### src/rtl/sync_fifo_pkg.sv
// Shared types and helpers for the single-clock FIFO.
// Holds default geometry, the pointer struct and the pointer/address helpers.
// Optional feature macro used by this block: SYNC_FIFO_FWFT_EN (first-word-fall-through read).

package sync_fifo_pkg;

    // Default geometry. This matches the fixed 64x32 block it replaces.
    localparam int DEF_WIDTH = 32;
    localparam int DEF_DEPTH = 64;

    // The pointer address field is sized for the largest supported depth.
    // Only the low AW bits are ever non-zero, because the increment wraps at DEPTH.
    localparam int PTR_ADDR_W = 32;

    // A FIFO pointer is the wrap bit plus the storage address.
    // The wrap bit flips on every pass through the array.
    // Equal pointers mean empty. Equal addresses with different wrap bits mean full.
    typedef struct packed {
        logic                  wrap;
        logic [PTR_ADDR_W-1:0] addr;
    } fifo_ptr_t;

    // Ceiling log2, usable in constant expressions (clog2(1) = 0).
    function automatic int clog2(input int unsigned n);
        int r;
        r = 0;
        for (int i = 0; i < 32; i++) begin
            if (((n - 32'd1) >> i) != 32'd0) begin
                r = i + 1;
            end
        end
        return r;
    endfunction

    // Advance a pointer by one entry.
    // The address wraps at depth-1 and the wrap bit toggles at the same time.
    // For a power-of-two depth this is the natural (AW+1)-bit roll-over,
    // so 2*DEPTH-1 goes back to 0.
    function automatic fifo_ptr_t ptr_inc(input fifo_ptr_t p, input int unsigned depth);
        fifo_ptr_t n;
        n = p;
        if (p.addr == (depth - 32'd1)) begin
            n.addr = '0;
            n.wrap = ~p.wrap;
        end else begin
            n.addr = p.addr + 32'd1;
        end
        return n;
    endfunction

endpackage

### src/rtl/sync_fifo_if.sv
// Handshake, data and status bundle between a FIFO and its producer/consumer.
// slave is the FIFO side; master is the side that writes and pops.
// Optional feature macro: SYNC_FIFO_FWFT_EN (changes r_data/r_data_valid timing only).

interface sync_fifo_if
    import sync_fifo_pkg::*;
#(
    parameter int WIDTH = DEF_WIDTH,
    parameter int DEPTH = DEF_DEPTH
);
    localparam int AW = clog2(DEPTH);

    // Write side
    logic             w_valid;
    logic [WIDTH-1:0] w_data;
    logic             w_ready;

    // Read side
    logic             r_valid;
    logic [WIDTH-1:0] r_data;
    logic             r_data_valid;

    // Status
    logic             full;
    logic             empty;
    logic             almost_full;
    logic             almost_empty;
    logic [AW:0]      level;
    logic             overflow;
    logic             underflow;

    modport slave (
        input  w_valid, w_data, r_valid,
        output w_ready, r_data, r_data_valid,
        output full, empty, almost_full, almost_empty, level,
        output overflow, underflow
    );

    modport master (
        output w_valid, w_data, r_valid,
        input  w_ready, r_data, r_data_valid,
        input  full, empty, almost_full, almost_empty, level,
        input  overflow, underflow
    );

endinterface

### src/rtl/sync_fifo_ram.sv
// Storage array for sync_fifo: WIDTH x DEPTH, one write port and one read port.
// Write is synchronous. Read is registered (1 cycle) by default,
// or asynchronous when SYNC_FIFO_FWFT_EN is defined.
// No backpressure here: the control block only issues legal accesses.

module sync_fifo_ram #(
    parameter int WIDTH = 32,
    parameter int DEPTH = 64,
    parameter int AW    = 6
) (
    input  logic             clk_i,
    input  logic             rst_i,
    input  logic             we_i,
    input  logic [AW-1:0]    waddr_i,
    input  logic [WIDTH-1:0] wdata_i,
    input  logic             re_i,
    input  logic [AW-1:0]    raddr_i,
    output logic [WIDTH-1:0] rdata_o
);

    // Contents are intentionally not reset; they are undefined until written.
    logic [WIDTH-1:0] mem_q [DEPTH];

    // Write port: capture the accepted word at the write address.
    always_ff @(posedge clk_i) begin
        if (we_i) begin
            mem_q[waddr_i] <= wdata_i;
        end
    end

`ifdef SYNC_FIFO_FWFT_EN

    // The head word is visible combinationally.
    // Read enable and reset have no role on this port.
    logic unused_rd_ctrl;
    assign unused_rd_ctrl = re_i ^ rst_i;
    assign rdata_o        = mem_q[raddr_i];

`else

    logic [WIDTH-1:0] rdata_q;

    // Read port: load only on an accepted pop, so the output holds its
    // last popped value between pops. It clears to zero on reset.
    always_ff @(posedge clk_i or posedge rst_i) begin
        if (rst_i) begin
            rdata_q <= '0;
        end else if (re_i) begin
            rdata_q <= mem_q[raddr_i];
        end
    end

    assign rdata_o = rdata_q;

`endif

endmodule

### src/rtl/sync_fifo.sv
// Parametrised single-clock FIFO with level, almost flags and overflow/underflow pulses.
// Latency: a pop returns data 1 cycle later (r_data_valid pulse). With SYNC_FIFO_FWFT_EN
// the head word shows on r_data whenever the FIFO is not empty.
// Backpressure: w_ready = !full. Writes when full and pops when empty are dropped and
// flagged by a one-cycle overflow/underflow pulse.
// DEPTH must be a power of two and >= 4; AFULL_TH and AEMPTY_TH must lie in 0..DEPTH.

module sync_fifo
    import sync_fifo_pkg::*;
#(
    parameter int WIDTH     = DEF_WIDTH,
    parameter int DEPTH     = DEF_DEPTH,
    parameter int AFULL_TH  = DEPTH - 4,
    parameter int AEMPTY_TH = 4
) (
    input  logic      clk,
    input  logic      m_rst,
    sync_fifo_if.slave bus
);

    localparam int AW = clog2(DEPTH);

    // Thresholds resized to the level width once, so the compares stay AW+1 bits wide.
    localparam logic [AW:0] AFULL_LVL  = (AW + 1)'(AFULL_TH);
    localparam logic [AW:0] AEMPTY_LVL = (AW + 1)'(AEMPTY_TH);

    fifo_ptr_t wr_ptr_q;
    fifo_ptr_t wr_ptr_d;
    fifo_ptr_t rd_ptr_q;
    fifo_ptr_t rd_ptr_d;

    logic        full_w;
    logic        empty_w;
    logic        wr_acc;
    logic        rd_acc;
    logic [AW:0] level_w;
    logic        overflow_q;
    logic        underflow_q;

    logic [WIDTH-1:0] ram_rdata;

    // ------------------------------------------------------------------
    // Status decode
    // ------------------------------------------------------------------
    // All status comes from the registered pointers.
    // So level and every flag change together on the same edge.
    assign empty_w = (wr_ptr_q == rd_ptr_q);
    assign full_w  = (wr_ptr_q.wrap != rd_ptr_q.wrap) && (wr_ptr_q.addr == rd_ptr_q.addr);

    // Occupancy is the difference of the (AW+1)-bit pointers.
    // Modulo arithmetic handles the wrap.
    assign level_w = {wr_ptr_q.wrap, wr_ptr_q.addr[AW-1:0]}
                   - {rd_ptr_q.wrap, rd_ptr_q.addr[AW-1:0]};

    // Accept decisions use the flags as they stand at the start of the cycle.
    // A pop while full frees space only for the next cycle.
    // A write while empty makes data poppable only next cycle, so there is no bypass.
    assign wr_acc = bus.w_valid && !full_w;
    assign rd_acc = bus.r_valid && !empty_w;

    // ------------------------------------------------------------------
    // Pointers
    // ------------------------------------------------------------------
    // Next-state: each pointer advances by one entry when its side is accepted.
    always_comb begin
        wr_ptr_d = wr_ptr_q;
        rd_ptr_d = rd_ptr_q;
        if (wr_acc) begin
            wr_ptr_d = ptr_inc(wr_ptr_q, DEPTH);
        end
        if (rd_acc) begin
            rd_ptr_d = ptr_inc(rd_ptr_q, DEPTH);
        end
    end

    // Pointer registers: reset discards all contents at once by equalising both pointers.
    always_ff @(posedge clk or posedge m_rst) begin
        if (m_rst) begin
            wr_ptr_q <= '0;
            rd_ptr_q <= '0;
        end else begin
            wr_ptr_q <= wr_ptr_d;
            rd_ptr_q <= rd_ptr_d;
        end
    end

    // ------------------------------------------------------------------
    // Error pulses
    // ------------------------------------------------------------------
    // Register any attempt that hit a full or empty FIFO.
    // Each pulse lasts one cycle per offending request.
    always_ff @(posedge clk or posedge m_rst) begin
        if (m_rst) begin
            overflow_q  <= 1'b0;
            underflow_q <= 1'b0;
        end else begin
            overflow_q  <= bus.w_valid && full_w;
            underflow_q <= bus.r_valid && empty_w;
        end
    end

    // ------------------------------------------------------------------
    // Storage
    // ------------------------------------------------------------------
    sync_fifo_ram #(
        .WIDTH (WIDTH),
        .DEPTH (DEPTH),
        .AW    (AW)
    ) u_ram (
        .clk_i   (clk),
        .rst_i   (m_rst),
        .we_i    (wr_acc),
        .waddr_i (wr_ptr_q.addr[AW-1:0]),
        .wdata_i (bus.w_data),
        .re_i    (rd_acc),
        .raddr_i (rd_ptr_q.addr[AW-1:0]),
        .rdata_o (ram_rdata)
    );

    // ------------------------------------------------------------------
    // Read data qualification
    // ------------------------------------------------------------------
`ifdef SYNC_FIFO_FWFT_EN

    // The head word is always presented.
    // It is valid whenever anything is stored.
    assign bus.r_data_valid = !empty_w;

`else

    logic r_data_valid_q;

    // Pulse valid for exactly the cycle after an accepted pop,
    // which is when the registered RAM output holds the popped word.
    always_ff @(posedge clk or posedge m_rst) begin
        if (m_rst) begin
            r_data_valid_q <= 1'b0;
        end else begin
            r_data_valid_q <= rd_acc;
        end
    end

    assign bus.r_data_valid = r_data_valid_q;

`endif

    // ------------------------------------------------------------------
    // Outputs
    // ------------------------------------------------------------------
    assign bus.r_data       = ram_rdata;
    assign bus.w_ready      = !full_w;
    assign bus.full         = full_w;
    assign bus.empty        = empty_w;
    assign bus.level        = level_w;
    assign bus.almost_full  = (level_w >= AFULL_LVL);
    assign bus.almost_empty = (level_w <= AEMPTY_LVL);
    assign bus.overflow     = overflow_q;
    assign bus.underflow    = underflow_q;

endmodule

### src/flat_wrapper.sv
// flat-port wrapper written by rule: the top's interface ports become plain ports
module sync_fifo_flat import sync_fifo_pkg::*;
#(
    parameter int WIDTH     = DEF_WIDTH,
    parameter int DEPTH     = DEF_DEPTH,
    parameter int AFULL_TH  = DEPTH - 4,
    parameter int AEMPTY_TH = 4
)
  (clk, m_rst, bus_w_valid, bus_w_data, bus_r_valid, bus_w_ready, bus_r_data, bus_r_data_valid, bus_full, bus_empty, bus_almost_full, bus_almost_empty, bus_level, bus_overflow, bus_underflow);
  sync_fifo_if #(.WIDTH(WIDTH), .DEPTH(DEPTH)) bus_i ();
  input  logic clk;
  input  logic m_rst;
  input wire logic [$bits(bus_i.w_valid)-1:0] bus_w_valid;
  input wire logic [$bits(bus_i.w_data)-1:0] bus_w_data;
  input wire logic [$bits(bus_i.r_valid)-1:0] bus_r_valid;
  output wire logic [$bits(bus_i.w_ready)-1:0] bus_w_ready;
  output wire logic [$bits(bus_i.r_data)-1:0] bus_r_data;
  output wire logic [$bits(bus_i.r_data_valid)-1:0] bus_r_data_valid;
  output wire logic [$bits(bus_i.full)-1:0] bus_full;
  output wire logic [$bits(bus_i.empty)-1:0] bus_empty;
  output wire logic [$bits(bus_i.almost_full)-1:0] bus_almost_full;
  output wire logic [$bits(bus_i.almost_empty)-1:0] bus_almost_empty;
  output wire logic [$bits(bus_i.level)-1:0] bus_level;
  output wire logic [$bits(bus_i.overflow)-1:0] bus_overflow;
  output wire logic [$bits(bus_i.underflow)-1:0] bus_underflow;
  assign bus_i.w_valid = bus_w_valid;
  assign bus_i.w_data = bus_w_data;
  assign bus_i.r_valid = bus_r_valid;
  assign bus_w_ready = bus_i.w_ready;
  assign bus_r_data = bus_i.r_data;
  assign bus_r_data_valid = bus_i.r_data_valid;
  assign bus_full = bus_i.full;
  assign bus_empty = bus_i.empty;
  assign bus_almost_full = bus_i.almost_full;
  assign bus_almost_empty = bus_i.almost_empty;
  assign bus_level = bus_i.level;
  assign bus_overflow = bus_i.overflow;
  assign bus_underflow = bus_i.underflow;
  sync_fifo #(.WIDTH(WIDTH), .DEPTH(DEPTH), .AFULL_TH(AFULL_TH), .AEMPTY_TH(AEMPTY_TH)) u_core (.clk(clk), .m_rst(m_rst), .bus(bus_i));
endmodule
### config.mk
export PLATFORM = sky130hd
export DESIGN_NAME = sync_fifo_flat
export DESIGN_NICKNAME = d
export VERILOG_FILES = /design/src/rtl/sync_fifo_pkg.sv /design/src/rtl/sync_fifo_if.sv /design/src/rtl/sync_fifo_ram.sv /design/src/rtl/sync_fifo.sv /design/src/flat_wrapper.sv
export SDC_FILE = /design/constraint.sdc
export NUM_CORES = 2
export LEC_CHECK = 0
export CORE_UTILIZATION = 70
export CTS_BUF_LIST = sky130_fd_sc_hd__clkbuf_8
export CTS_CLUSTER_SIZE = 25
export DETAILED_ROUTE_END_ITERATION = 6
export HOLD_SLACK_MARGIN = 0.03
export PLACE_DENSITY_LB_ADDON = 0.05
export SLEW_MARGIN = 5
export SYNTH_ARGS = -nofsm -noshare
export SYNTH_HDL_FRONTEND = slang
export SYNTH_SLANG_ARGS = --single-unit
### constraint.sdc
create_clock -name clk -period 13.35 [get_ports clk]
set_clock_uncertainty 0.05 [all_clocks]
set_input_delay 4.005 -clock clk [delete_from_list [all_inputs] [get_ports clk]]
set_output_delay 4.005 -clock clk [all_outputs]
set_load 0.01 [all_outputs]
# Word level (Yosys, flattened, before mapping)

Memory sizes are Yosys's and may differ from the RTL's. A register that Yosys moved wholly into a read port is not among the register bits.
Index checks and enable logic that the tools add are counted.

Latch bits: 0
Logic and storage cells: 33
Memories: 1
Input port bits: 36
Output and inout bits: 47
Memory bits (writable): 2048
Bits in read-only memories: 0
Bits in registers: 69

Memory list:

| memory             | depth | bits a word | read ports | clocked after memory_dff | write ports | RTL line            | RTL |
|---|---|---|---|---|---|---|---|
| u_core.u_ram.mem_q | 64    | 32          | 1          | 1                        | 1           | sync_fifo_ram.sv:22 | `logic [WIDTH-1:0] mem_q [DEPTH];` |

Reductions and logical operators: 9
Multipliers: 0
Equal/unequal tests: 5
Order comparisons: 2
Shift operators: 0
Bitwise operators: 2
Multiplexer cells: 4
$add $sub $neg: 3
Div/mod/pow operators: 0

Operators with widths:

| kind                                                 | number |
|---|---|
| adder 32 x 1 -> 32 bit (second input constant)       | 2 |
| == test 32 x 6 -> 1 bit (second input constant)      | 2 |
| 2-to-1 mux 32 bit                                    | 2 |
| == test 33 bit                                       | 1 |
| == test 32 bit                                       | 1 |
| >= comparator 7 x 6 -> 1 bit (second input constant) | 1 |
| <= comparator 7 x 3 -> 1 bit (second input constant) | 1 |
| subtractor 7 bit                                     | 1 |
| logical AND 1 bit                                    | 5 |
| AND reduction 2 bit                                  | 2 |
| logical NOT 1 bit                                    | 2 |
| 2-to-1 mux 1 bit                                     | 2 |
| NOT 1 bit                                            | 2 |
| inequality test 1 bit                                | 1 |

# Depth between registers and ports, before layout

Depth in word-level cells: 6
Gate-level depth with buffers: 15
Gate-level depth less buffers: 10

# Cells and area by module

Synthesis repeated with hierarchy kept, for this count alone.

Cells, all modules: 4333
Area total of the unflattened synthesis: 83968.0 um2

Modules (own cells, without submodules):

| module        | cells each | area each (um2) | times used | seq. area each (um2) |
|---|---|---|---|---|
| sync_fifo_ram | 3834       | 79626.4         | 1          | 62299.8 |
| sync_fifo     | 499        | 4341.7          | 1          | 1726.7 |

# Worst setup path before layout

Ideal clock, no wire load.

Path type: flip-flop to output port
Start point: reg u_core.rd_ptr_q[2] in the netlist's numbering
End point: out bus_almost_empty
Data arrival time: 2.879 ns
Setup slack: 6.416 ns
Data required time: 9.295 ns
Cell stages (with the launch flop): 14
Path buffers: 4
Cells stage by stage: dfrtp_1 -> buf_4 -> inv_2 -> buf_2 -> clkbuf_1 -> clkbuf_1 -> ha_1 -> nor2b_1 -> o21ai_0 -> nand2b_1 -> a21o_1 -> a21oi_1 -> xnor2_1 -> nor3_1

Word-level cells in the longest chain between the ends: 2

RTL lines:

| item                         | RTL line           | RTL |
|---|---|---|
| from (decl)                  | sync_fifo.sv:29    | `fifo_ptr_t rd_ptr_q;` |
| from (signal assigned)       | sync_fifo.sv:83    | `rd_ptr_q <= rd_ptr_d;` |
| subtractor 7 bit             | sync_fifo.sv:53    | `- {rd_ptr_q.wrap, rd_ptr_q.addr[AW-1:0]};` |
| named net bus_level[6]       | flat_wrapper.sv:23 | `output wire logic [$bits(bus_i.level)-1:0] bus_level;` |
| <= comparator 7 x 3 -> 1 bit | sync_fifo.sv:156   | `assign bus.almost_empty = (level_w <= AEMPTY_LVL);` |
| to (decl)                    | flat_wrapper.sv:22 | `output wire logic [$bits(bus_i.almost_empty)-1:0] bus_almost_empty;` |

The timed path passes the listed nets, and every way through them passes these cells.

# Worst setup path after layout

Start point: reg u_core.rd_ptr_q[1] in the netlist's numbering
End point: out bus_almost_full

Word-level cells in the longest chain between the ends: 2

RTL lines:

| item                         | RTL line           | RTL |
|---|---|---|
| subtractor 7 bit             | sync_fifo.sv:53    |  |
| >= comparator 7 x 6 -> 1 bit | sync_fifo.sv:155   | `assign bus.almost_full = (level_w >= AFULL_LVL);` |
| to (decl)                    | flat_wrapper.sv:21 | `output wire logic [$bits(bus_i.almost_full)-1:0] bus_almost_full;` |

Every way passes these cells.

==> run_results.csv <==
group,metric,value,unit
run_status,run_status,"finished, final reports clean",
clock_tree,cts.path.max_buffers,4,
setup_path,crit_slowest_cell,"sky130_fd_sc_hd__dfrtp_4",
power,power.share.sequential,46.3,%
drt,ant_nets,0,
timing,worst_slew_margin_rel,15.8,%
power,pwr_density_cell,182,mW/mm2
cells_and_area,area_growth,10.1,%
drt,number_of_drc_markers_after_the_initial_detailed_route_iteration,5460,
die,design.portCount,83,
setup_path,crit_family,"flip-flops",
timing,layout_setup_ws,4.52,ns
cells_and_area,nets,4562,
logic_synthesis,netlist_area,0.0841,mm2
setup_path,timing.critical_path.cells,"inv_2, ha_1, nor2b_1, o21ai_0, nand2b_1, a21o_1, a21oi_1, xnor2_1, a41o_1, clkdlybuf4s50_1",
logic_synthesis,synthMuxAreaShare,15.3,%
clock_tree,post_cts_resized,0,
setup_path,nature_of_the_critical_path_endpoint,"output port",
logic_synthesis,synth_warnings,0,
global_route,pin_count_of_the_biggest_net_entering_global_routing,115,
logic_synthesis,synth_top_flop_cell,"sky130_fd_sc_hd__edfxtp_1",
placed_design,detailed_placement_hpwl,111,mm
clock_tree,htree_num_levels,5,
logic_synthesis,yosys.area_share.simple,2.73,%
clock_tree,number_of_buffers_inserted_by_post_cts_setup_repair,0,
drt,post-route-drc-count,0,
timing,final.min_clock_period,8.83,ns
clock_tree,cts_hold_repair.buffers,0,
global_route,grt.overflow.total,0,
die,die_width,349,um
die,initial_core_util,70.9,%
timing,worst_hold_check_slack,0.432,ns
drt,first_pass_iters,6,
setup_path,worstSetupPathDepth,10,
worst_hold_path,holdCritPathClass,"reg -> reg",
setup_path,cpPeakStageDelay,1.08,ns
global_route,number_of_global_route_vias_before_repair,42900,
logic_synthesis,synth.most_common_cell,"sky130_fd_sc_hd__edfxtp_1",
logic_synthesis,synthesis.area_per_instance,19.9,um2
timing,share_of_the_cycle_needed_by_the_critical_path_after_routing,66.1,%
flow_run,maxCapViolCount,0,
placed_design,place.gp.congestion,0.899,
worst_hold_path,timing.hold.worst_path_depth,2,
die,core_area,0.119,mm2
clock_tree,cts-root-buf,"sky130_fd_sc_hd__clkbuf_8",
cells_and_area,seq_area,0.0640,mm2
setup_path,cp.arrival,4.77,ns
global_route,antenna_violations_before_repair,7,
drt,finalWirelength,198,mm
timing,timing_worst_slew_pin_value,1.26,ns
global_route,global_routing_usage_summed_across_all_routing_layers,33.2,%
timing,final_max_slew_viol_count,0,
setup_path,critical_path_class,"reg -> out",
die,placement_rows,126,
placed_design,post_placement_worst_setup_slack,5.46,ns
logic_synthesis,synth_nets,4270,
clock_tree,cts_num_sinks,2149,
drt,avgViaCountPerCell,6.74,
logic_synthesis,synth_compound_area_share,3.19,%
logic_synthesis,yosysSeqAreaShare,76.1,%
power,sw_frac_of_total,30.8,%
power,power_switching,5.20,mW
drt,routed-wl-met2,95.7,mm
drt,route.top_layer_used,"met5",
logic_synthesis,synth_enable_flop_cells,2048,
power,p_int,11.7,mW
clock_tree,clkLatencyLatePin,1.01,ns
timing,sum_of_negative_setup_slack,0,ns
setup_path,data_required_time_at_the_worst_endpoint,9.30,ns
timing,timing.fmax,0.113,GHz
logic_synthesis,synth.top_cells.by_count,"sky130_fd_sc_hd__edfxtp_1, sky130_fd_sc_hd__mux2i_1, sky130_fd_sc_hd__mux4_2, sky130_fd_sc_hd__nand2_1, sky130_fd_sc_hd__nor2_1",
logic_synthesis,synthDistinctLibCells,57,
placed_design,place.port_buffers,82,
clock_tree,worst_setup_hold_path_clk_slew,0.06,ns
logic_synthesis,asyncSetResetFlopFracSynth,4.70,%
drt,wl_met1,73.6,mm
logic_synthesis,syn_inst_count,4225,
timing,finalSetupViolCount,0,
drt,met3_length,21.2,mm
power,power.share.combinational,24.9,%
timing,hold_viol,0,
logic_synthesis,yosys.area.top_type,"sky130_fd_sc_hd__edfxtp_1",
die,floorplan.die.height,349,um
clock_tree,numCtsBuffers,340,
cells_and_area,ratio_of_cells_with_drive_above_1_in_the_final_layout,21.7,%
setup_path,critical_path_peak_fanout,51,
logic_synthesis,xor_xnor_fraction_of_synth_area,0.791,%
cells_and_area,filler_cell_count,6228,
cells_and_area,multi_input_gate_area_in_the_final_layout,0.0192,mm2
global_route,wire_length_of_the_first_global_routing_pass,285,mm
die,floorplan.die_area,0.122,mm2
power,power_frac_clock,28.9,%
setup_path,critical_path.startpoint_type,"register",
power,vdd.ir_drop.worst,127,uV
drt,post_drt_wl_per_cell,31.1,um
timing,unrepaired_setup_endpoints_after_global_routing,"false",
logic_synthesis,synth_seq_cells,2149,
clock_tree,clock_tree_from_tritoncts,"done",
logic_synthesis,synth_fa_ha_area_share,0.143,%
logic_synthesis,synth.area.top_cells,"sky130_fd_sc_hd__edfxtp_1, sky130_fd_sc_hd__mux4_2, sky130_fd_sc_hd__mux2i_1, sky130_fd_sc_hd__dfrtp_1, sky130_fd_sc_hd__nand2_1",
setup_path,rr_worst_depth,10,
drt,detailroute.via_count,42800,
setup_path,path_buf_inv,2,
logic_synthesis,synth_largest_type_area_fraction,73.1,%
logic_synthesis,synth_top_family_by_area,"multiplexers",
power,leakagePower,30.7,nW
placed cells by master, fill, tap and decap left out, types with 24 or more instances in the layout:
cell type | netlist | routed
sky130_fd_sc_hd__a21oi_1 | 89 | 89
sky130_fd_sc_hd__a22oi_1 | 70 | 70
sky130_fd_sc_hd__a31oi_1 | 47 | 47
sky130_fd_sc_hd__buf_2 | 71 | 32
sky130_fd_sc_hd__buf_4 | 56 | 104
sky130_fd_sc_hd__clkbuf_8 | 0 | 353
sky130_fd_sc_hd__clkdlybuf4s50_1 | 0 | 50
sky130_fd_sc_hd__clkinv_1 | 0 | 72
sky130_fd_sc_hd__clkinv_2 | 0 | 27
sky130_fd_sc_hd__dfrtp_1 | 101 | 95
sky130_fd_sc_hd__edfxtp_1 | 2048 | 2048
sky130_fd_sc_hd__inv_1 | 16 | 129
sky130_fd_sc_hd__mux2_2 | 25 | 25
sky130_fd_sc_hd__mux2i_1 | 393 | 393
sky130_fd_sc_hd__mux4_2 | 386 | 386
sky130_fd_sc_hd__nand2_1 | 230 | 230
sky130_fd_sc_hd__nand3_1 | 61 | 61
sky130_fd_sc_hd__nor2_1 | 128 | 62
sky130_fd_sc_hd__nor2_4 | 0 | 66
sky130_fd_sc_hd__nor4_1 | 24 | 24
sky130_fd_sc_hd__o21ai_0 | 60 | 60
sky130_fd_sc_hd__o21ai_1 | 33 | 33
sky130_fd_sc_hd__xnor2_1 | 39 | 39
sky130_fd_sc_hd__xor2_1 | 37 | 37
final timing paths:
check | startpoint | endpoint | slack (ns)
worst max register to register | u_core.rd_ptr_q[1]$_DFFE_PP0P_ | u_core.u_ram.rdata_o[20]$_DFFE_PP0P_ | 7.12
worst min-delay path | u_core.u_ram.rdata_o[6]$_DFFE_PP0P_ | u_core.u_ram.rdata_o[6]$_DFFE_PP0P_ | 0.43
worst max-delay path | u_core.rd_ptr_q[1]$_DFFE_PP0P_ | bus_almost_full | 4.52
worst min register to register | u_core.u_ram.rdata_o[6]$_DFFE_PP0P_ | u_core.u_ram.rdata_o[6]$_DFFE_PP0P_ | 0.43
min in group asynchronous | m_rst | u_core.u_ram.rdata_o[18]$_DFFE_PP0P_ | 3.36
max in group asynchronous | m_rst | u_core.rd_ptr_q[2]$_DFFE_PP0P_ | 8.39
power groups by stage:
stage | Combinational, mW | Sequential (mW) | Clock [mW]
6_report | 4.19 | 7.80 | 4.87
5_1_grt | 4.37 | 7.81 | 5.21
4_1_cts | 4.15 | 7.80 | 4.92
3_5_place_dp | 4.14 | 7.94 | 0
3_3_place_gp | 4.10 | 7.92 | 0
2_1_floorplan | 2.67 | 7.84 | 0
stage by stage:
stage / std cells / power, mW / instance area [um2] / util, %
6_report: 6350 / 16.9 / 92600 / 78.1
5_1_grt: 6349 / 17.4 / 92600 / 78.1
4_1_cts: 6348 / 16.9 / 92600 / 78.1
3_5_place_dp: 5775 / 12.1 / 86800 / 73.2
3_3_place_gp: 5775 / 12.0 / 86800 / 73.2
2_1_floorplan: 4225 / 10.5 / 84100 / -
layer usage:
layer / vias to the layer above / track usage (%)
met2: 2465 / 51.6
met1: 22100 / 45.6
met5: - / 0
li1: 17900 / -
met3: 377 / 9.29
met4: 4 / 12.9
layout make-up:
class	count	share of cell area (%)
clock buffers	353	5.25
diodes	2	0.00541
inverters	20	0.0865
flip-flops and latches	2149	69.2
multi-input cells	1817	20.7
clock inverters	220	0.978
repair buffers	189	1.62
well taps	1600	2.16
worst register-to-register path, stage by stage, from the launching register on:
cell and delay, ns:
sky130_fd_sc_hd__dfrtp_4 1.08, sky130_fd_sc_hd__buf_4 0.76, sky130_fd_sc_hd__buf_4 0.87, sky130_fd_sc_hd__buf_4 0.67
sky130_fd_sc_hd__buf_4 0.84, sky130_fd_sc_hd__mux4_2 0.67, sky130_fd_sc_hd__mux2i_1 0.24, sky130_fd_sc_hd__mux4_2 0.35
sky130_fd_sc_hd__nand2_1 0.18, sky130_fd_sc_hd__o21ai_1 0.27, sky130_fd_sc_hd__o21ai_1 0.08
flip-flops by register name, summed over array words and instances (netlist names):
register	cells
u_core.bus.overflow	1
u_core.bus.r_data_valid	1
u_core.bus.underflow	1
u_core.rd_ptr_q	33
u_core.u_ram.mem_q	2048
u_core.u_ram.rdata_o	32
u_core.wr_ptr_q	33
kinds of logic (layout without fill, tap and decap cells):
group                    count (synthesis)  count (layout)
other                                    0               2
XOR/XNOR                                76              76
multiplexers                           804             804
adder cells (fa/ha/maj)                  9               9
AO/OA/AOI/OAI                          413             413
AND/OR/NAND/NOR                        515             515
flip-flops                            2149            2149
buffers and inverters                  259             782
Note: power is estimated with default switching activity, not from simulation.
